`config.mk`:
```
export PLATFORM = sky130hd
export DESIGN_NAME = note_player_flat
export DESIGN_NICKNAME = d
export VERILOG_FILES = /design/src/rtl/note_player_pkg.sv /design/src/rtl/note_player_if.sv /design/src/rtl/note_player_frequency_rom.sv /design/src/rtl/note_player.sv /design/src/flat_wrapper.sv
export SDC_FILE = /design/constraint.sdc
export NUM_CORES = 1
export LEC_CHECK = 0
export ABC_AREA = 1
export ABC_CLOCK_PERIOD_IN_PS = 1600
export CAP_MARGIN = 10
export CORE_MARGIN = 2
export CORE_UTILIZATION = 30
export DETAILED_ROUTE_END_ITERATION = 10
export SLEW_MARGIN = 25
export SYNTH_ARGS = -nofsm -noshare
export SYNTH_HDL_FRONTEND = slang
export SYNTH_SLANG_ARGS = --single-unit
```
`constraint.sdc`:
```
create_clock -name clk -period 1.6 [get_ports clk]
set_clock_uncertainty 0.05 [all_clocks]
set_input_delay 0.32 -clock clk [delete_from_list [all_inputs] [get_ports clk]]
set_output_delay 0.32 -clock clk [all_outputs]
set_load 0.03 [all_outputs]
```
`src/rtl/note_player_pkg.sv`:
```
// Shared constants and FSM state type for the note player and its frequency table.
package note_pkg;
    localparam int NOTE_W    = 6;
    localparam int DUR_W     = 6;
    localparam int STEP_W    = 20;
    localparam int STEP_FRAC = 10;
    localparam int SAMPLE_W  = 16;
    localparam int REST      = 0;

    typedef enum logic {
        IDLE    = 1'b0,
        PLAYING = 1'b1
    } state_t;
endpackage

```
`src/rtl/note_player_if.sv`:
```
// Note player bus: note loading, beat/sample ticks, and the sine_reader handshake.
interface note_player_if #(
    parameter int NOTE_W = note_pkg::NOTE_W,
    parameter int DUR_W  = note_pkg::DUR_W
);
    import note_pkg::*;

    logic                       play_enable;
    logic [NOTE_W-1:0]          note_to_load;
    logic [DUR_W-1:0]           duration_to_load;
    logic                       load_new_note;
    logic                       beat;
    logic                       generate_next_sample;
    logic                       done_with_note;
    logic [STEP_W-1:0]          step_size;
    logic                       generate_next;
    logic                       sine_sample_ready;
    logic signed [SAMPLE_W-1:0] sine_sample;
    logic signed [SAMPLE_W-1:0] sample_out;
    logic                       new_sample_ready;

    modport master (
        output play_enable, note_to_load, duration_to_load, load_new_note, beat,
               generate_next_sample, sine_sample_ready, sine_sample,
        input  done_with_note, step_size, generate_next, sample_out, new_sample_ready
    );

    modport slave (
        input  play_enable, note_to_load, duration_to_load, load_new_note, beat,
               generate_next_sample, sine_sample_ready, sine_sample,
        output done_with_note, step_size, generate_next, sample_out, new_sample_ready
    );
endinterface

```
`src/rtl/note_player_frequency_rom.sv`:
```
// Registered 64-entry phase-step table (10.10 fixed point); note 1 = A0, note 49 = A4, 48 kHz.
module frequency_rom #(
    parameter int NOTE_W = note_pkg::NOTE_W
) (
    input  logic                       clk,
    input  logic                       reset,
    input  logic                       load,
    input  logic [NOTE_W-1:0]          note,
    output logic [note_pkg::STEP_W-1:0] step
);
    import note_pkg::*;

    // Top-octave steps; lower octaves are exact right shifts of these.
    function automatic logic [STEP_W-1:0] step_for(input logic [NOTE_W-1:0] n);
        int idx;
        logic [STEP_W-1:0] base;
        idx = int'(n) - 1;
        case (idx % 12)
            1:       base = 20'd20367;
            2:       base = 20'd21578;
            3:       base = 20'd22861;
            4:       base = 20'd24221;
            5:       base = 20'd25661;
            6:       base = 20'd27187;
            7:       base = 20'd28803;
            8:       base = 20'd30516;
            9:       base = 20'd32331;
            10:      base = 20'd34253;
            11:      base = 20'd36290;
            default: base = 20'd19224;
        endcase
        if (n == NOTE_W'(REST))
            return '0;
        return base >> (5 - idx / 12);
    endfunction

    always_ff @(posedge clk or posedge reset) begin
        if (reset)
            step <= '0;
        else if (load)
            step <= step_for(note);
    end
endmodule

```
`src/rtl/note_player.sv`:
```
// Note sequencer: times a note in beats, forwards sample requests to sine_reader.
// Optional NOTE_PLAYER_DECAY_EN halves the sample amplitude on a note's final beat.
module note_player #(
    parameter int NOTE_W = note_pkg::NOTE_W,
    parameter int DUR_W  = note_pkg::DUR_W
) (
    input  logic          clk,
    input  logic          reset,
    note_player_if.slave  bus
);
    import note_pkg::*;

    state_t                     state;
    logic [DUR_W-1:0]           count;
    logic [NOTE_W-1:0]          note;
    logic                       pending;
    logic                       rom_load;
    logic signed [SAMPLE_W-1:0] captured;

    assign rom_load = bus.play_enable & bus.load_new_note;

    frequency_rom #(.NOTE_W(NOTE_W)) u_rom (
        .clk   (clk),
        .reset (reset),
        .load  (rom_load),
        .note  (bus.note_to_load),
        .step  (bus.step_size)
    );

    always_comb begin
        captured = bus.sine_sample;
`ifdef NOTE_PLAYER_DECAY_EN
        if (state == PLAYING && count == DUR_W'(1))
            captured = bus.sine_sample >>> 1;
`endif
    end

    always_ff @(posedge clk or posedge reset) begin
        if (reset) begin
            state                <= IDLE;
            count                <= '0;
            note                 <= '0;
            pending              <= 1'b0;
            bus.sample_out       <= '0;
            bus.generate_next    <= 1'b0;
            bus.new_sample_ready <= 1'b0;
            bus.done_with_note   <= 1'b0;
        end else begin
            bus.generate_next    <= 1'b0;
            bus.new_sample_ready <= 1'b0;
            bus.done_with_note   <= 1'b0;

            if (bus.play_enable) begin
                // A load takes priority over a coincident beat or expiry.
                if (bus.load_new_note) begin
                    note  <= bus.note_to_load;
                    count <= bus.duration_to_load;
                    state <= PLAYING;
                end else if (state == PLAYING) begin
                    if (count == '0) begin
                        bus.done_with_note <= 1'b1;
                        state              <= IDLE;
                    end else if (bus.beat) begin
                        count <= count - DUR_W'(1);
                        if (count == DUR_W'(1)) begin
                            bus.done_with_note <= 1'b1;
                            state              <= IDLE;
                        end
                    end
                end

                if (bus.generate_next_sample) begin
                    if (state == PLAYING && note != NOTE_W'(REST)) begin
                        if (!pending) begin
                            bus.generate_next <= 1'b1;
                            pending           <= 1'b1;
                        end
                    end else begin
                        bus.sample_out       <= '0;
                        bus.new_sample_ready <= 1'b1;
                    end
                end
            end

            // Responses are captured even while paused.
            if (bus.sine_sample_ready) begin
                bus.sample_out       <= captured;
                bus.new_sample_ready <= 1'b1;
                pending              <= 1'b0;
            end
        end
    end
endmodule

```
`src/flat_wrapper.sv`:
```
// flat-port wrapper written by rule: the top's interface ports become plain ports
module note_player_flat import note_pkg::*;
#(
    parameter int NOTE_W = note_pkg::NOTE_W,
    parameter int DUR_W  = note_pkg::DUR_W
)
  (clk, reset, bus_play_enable, bus_note_to_load, bus_duration_to_load, bus_load_new_note, bus_beat, bus_generate_next_sample, bus_sine_sample_ready, bus_sine_sample, bus_done_with_note, bus_step_size, bus_generate_next, bus_sample_out, bus_new_sample_ready);
  note_player_if #(.NOTE_W(NOTE_W), .DUR_W(DUR_W)) bus_i ();
  input  logic clk;
  input  logic reset;
  input wire logic [$bits(bus_i.play_enable)-1:0] bus_play_enable;
  input wire logic [$bits(bus_i.note_to_load)-1:0] bus_note_to_load;
  input wire logic [$bits(bus_i.duration_to_load)-1:0] bus_duration_to_load;
  input wire logic [$bits(bus_i.load_new_note)-1:0] bus_load_new_note;
  input wire logic [$bits(bus_i.beat)-1:0] bus_beat;
  input wire logic [$bits(bus_i.generate_next_sample)-1:0] bus_generate_next_sample;
  input wire logic [$bits(bus_i.sine_sample_ready)-1:0] bus_sine_sample_ready;
  input wire logic [$bits(bus_i.sine_sample)-1:0] bus_sine_sample;
  output wire logic [$bits(bus_i.done_with_note)-1:0] bus_done_with_note;
  output wire logic [$bits(bus_i.step_size)-1:0] bus_step_size;
  output wire logic [$bits(bus_i.generate_next)-1:0] bus_generate_next;
  output wire logic [$bits(bus_i.sample_out)-1:0] bus_sample_out;
  output wire logic [$bits(bus_i.new_sample_ready)-1:0] bus_new_sample_ready;
  assign bus_i.play_enable = bus_play_enable;
  assign bus_i.note_to_load = bus_note_to_load;
  assign bus_i.duration_to_load = bus_duration_to_load;
  assign bus_i.load_new_note = bus_load_new_note;
  assign bus_i.beat = bus_beat;
  assign bus_i.generate_next_sample = bus_generate_next_sample;
  assign bus_i.sine_sample_ready = bus_sine_sample_ready;
  assign bus_i.sine_sample = bus_sine_sample;
  assign bus_done_with_note = bus_i.done_with_note;
  assign bus_step_size = bus_i.step_size;
  assign bus_generate_next = bus_i.generate_next;
  assign bus_sample_out = bus_i.sample_out;
  assign bus_new_sample_ready = bus_i.new_sample_ready;
  note_player #(.NOTE_W(NOTE_W), .DUR_W(DUR_W)) u_core (.clk(clk), .reset(reset), .bus(bus_i));
endmodule
```
==> metrics.txt, run 1 <==
Leak=between 2 and 3 nW; Post-CTS Hold Buffers=0; clk sinks=between 40 and 50; first-pass GRT wire length=18400 um; Seq pwr share=between 20 and 30%; Hold Slack=~0.33 ns; # setup viols final=16; Die Ht=roughly 110 um; combinational fraction of design power=roughly 49%; die area=between 10000 and 15000 um2; Crit Path Max Fanout=6; largest net degree at the start of global routing=50; failing checks=setup timing; ys async rst share=100%; H-tree Lvls=2; wirelength, routed=11200 um; largest family of logic cells by synthesized area=simple AND/OR/NAND/NOR gates; pre-CTS setup slack=-2.22 ns; fin. max-slew vios=0; DRC errors left=0; sw power=approximately 0.0022 W; Worst Hold Class=primary input to async pin; MaxCap Viol Count=0; Pre-antenna DRT Iters=5; critical path arrival=3.16 ns; Compound-Gate Fraction of Synth Area=7.67%; Inserted Clock Buffers=5; Nets=between 700 and 800; Antenna Nets Post-Route=0; clock root buffer=clkbuf_16; sequential fraction of the synthesis area=between 30% and 40%; Clock Latency Late Sink=0.28 ns; Post-Synth Simple-Gate Area=between 40% and 50%; fmax=~330 MHz; syn_area_per_cell=6.91 um2; period utilization=189%; Top Ports=74; CTS tree=built; status=finished with violations; WP data required=approximately 1.7 ns; Synth Flop Type=dfrtp_1; Clk network pwr share=approximately 22%; PD cells=about 960 nW/um2; Final Util=about 48%; RSZ-0062 raised after global routing=yes; number of global-route vias before repair=between 3000 and 4000; core box area=12000 um2; hpwl dp=between 8000 and 9000 um; XOR/XNOR Fraction of Synth Area=around 1.4%; CP Launch Type=primary input; synthesized area=roughly 3700 um2; VDD IR max=456 uV; routed vias/inst=~5; internal power=between 0.003 and 0.004 W; Setup CP Type=primary input to flop; initial antenna violation count=0; IO buf count=69; setup ws final=-1.43 ns; site row count=40; CTS Buffer Depth=2; Initial Utilization=a little under a third; flops & latches, synth=49; Worst setup EP type=flop; # diodes=0; vias=a little over 4000; area grow syn2layout=55.7%; WL/cell=13.4 um; adder-cell share of the synthesized area=3.75%; Synth cell types=42; routability cong.=about 0.87; Ys Warns=0; switching part of the total power=40.0%; Synth Instances=around 530; Hold Violations, Final=0; DR iter-0 viols=261; multiplexer share of the synthesized area=0%; All-Layer GR Usage=between 10% and 20%; grt total ovfl=0; layout cell share with drive strength beyond 1=roughly 33%; Clock transition at path regs=roughly 0.070 ns; Post-synth EDFFs=0; Period minus WS final=approximately 3.0 ns; fillers=~1200; die width=115 um
[power by group through the flow]
stage / clock network, W / registers [W] / logic (W)
floorplan: 0 / 0.00190 / 0.00127
global placement: 0 / 0.00161 / 0.00246
detailed placement: 0 / 0.00161 / 0.00249
CTS: 0.00124 / 0.00159 / 0.00254
global route: 0.00129 / 0.00162 / 0.00290
finish: 0.00122 / 0.00159 / 0.00265
[cell type report]
class | count | area [um2] | area share, %
timing repair buffer | 169 | 1450 | 25.4
multi-input combinational | 412 | 2480 | 43.5
clock inverter | 2 | 37.5 | 0.657
timing repair inverter | 1 | 7.51 | 0.131
sequential | 49 | 1230 | 21.5
inverter | 45 | 185 | 3.24
clock buffer | 6 | 139 | 2.43
tap | 147 | 184 | 3.22
[cell usage in the layout, fill, tap and decap left out, types with 3 or more instances in the layout]
cell	Yosys	layout
ha_4	0	3
nand3_2	7	41
nor2_1	20	18
o21ai_0	15	15
nand2_4	2	5
clkbuf_16	0	5
clkdlybuf4s50_1	0	28
dfrtp_1	49	49
nand3_1	116	80
inv_4	0	3
o21ai_1	14	10
clkinvlp_4	0	3
a21oi_1	9	9
nand3_4	1	3
inv_2	8	15
conb_1	1	4
o21ai_2	1	4
buf_4	6	91
nand2_2	7	19
nand2_1	159	144
dlygate4sd2_1	0	36
nand4_1	19	19
ha_1	11	8
nor2_4	2	6
buf_6	3	7
inv_1	35	23
[cell families after synthesis]
logic type                 count (synthesis)
AOI/OAI and AO/OA                         49
xor gates and xnor gates                   5
adders and majority gates                 11
buffers and inverters                     73
DFF                                       49
other                                      1
and+or+nand+nor                          343
[metrics by stage]
step,cell area (um2),setup TNS [ns],cells,total power (W)
floorplan,3820,-29.01,534,0.00317
global placement,5110,-32.97,800,0.00407
detailed placement,5110,-34.46,800,0.00410
CTS,5540,-21.64,823,0.00536
global route,5710,-24.28,831,0.00581
finish,5710,-21.81,831,0.00546
[repair_timing]
action,4_1_cts,5_1_grt
gates cloned,2,0
pin swaps,46,32
endpoints found under the setup margin,51,35
buffers inserted,13,8
resized for setup,103,30
[sequential cells by signal, indices dropped and copies added, names as in the netlist]
name                         flops
u_core.bus.generate_next         1
u_core.bus.done_with_note        1
u_core.count                     6
u_core.note                      6
u_core.state                     1
u_core.bus.sample_out           16
u_core.pending                   1
u_core.u_rom.step               16
u_core.bus.new_sample_ready      1
[layer usage]
layer  track usage (%)  vias to the layer above  share of wire [%]
li1                  -                     2068                  -
met1              22.4                     1951                 46
met2              29.5                      111                 48
met3              1.91                       16                4.4
met4              3.74                        0                1.5
met5                 0                        -                  0
[cell usage after synthesis, types with 3 or more instances]
cell type / number / area [um2]
buf_6: 3 / 33.8
nand2_1: 159 / 597
clkbuf_1: 7 / 26.3
o21ai_0: 15 / 75.1
o21ai_1: 14 / 70.1
nor2_2: 4 / 25.0
inv_1: 35 / 131
inv_2: 8 / 30.0
nand4_1: 19 / 119
nor2_1: 20 / 75.1
nand3_2: 7 / 70.1
nand3_1: 116 / 581
a21oi_1: 9 / 45.0
buf_2: 10 / 50.1
ha_1: 11 / 138
buf_4: 6 / 45.0
nand2_2: 7 / 43.8
dfrtp_1: 49 / 1230
[final timing paths]
kind	start	endpoint	slack, ns	cells past startpoint
setup / recovery	bus_note_to_load[1]	u_core.u_rom.step[4]	-1.43	25
hold / removal	reset	u_core.bus.sample_out[3]	0.33	3
setup reg to reg	u_core.count[0]	u_core.count[1]	0.13	8
hold reg to reg	u_core.pending	u_core.bus.generate_next	0.37	1
max in group asynchronous	reset	u_core.bus.generate_next	0.93	3
min in group clk	u_core.pending	u_core.bus.generate_next	0.37	1
[critical path: stages]
cell	delay, ns
buf_8	0.10
clkinvlp_4	0.07
ha_4	0.18
nand3_4	0.10
buf_6	0.14
a21oi_4	0.16
nor2_4	0.07
o21ai_2	0.14
nand3_2	0.11
nand2_2	0.10
inv_2	0.05
ha_4	0.25
inv_2	0.03
o21a_4	0.20
inv_4	0.06
ha_4	0.15
o21ai_4	0.07
nand2_4	0.09
clkinvlp_4	0.19
nand3_2	0.15
nand3_2	0.10
nand2_2	0.07
nor2_1	0.04
o21ai_1	0.14
nand2_1	0.06
(Power assumes the default switching activity.)
==> run 2, diff against run 1 <==
- SLEW_MARGIN: 25 -> unset
==> results of run 2 <==
The final DEF is identical to that of run 1; final timing and power are the same.
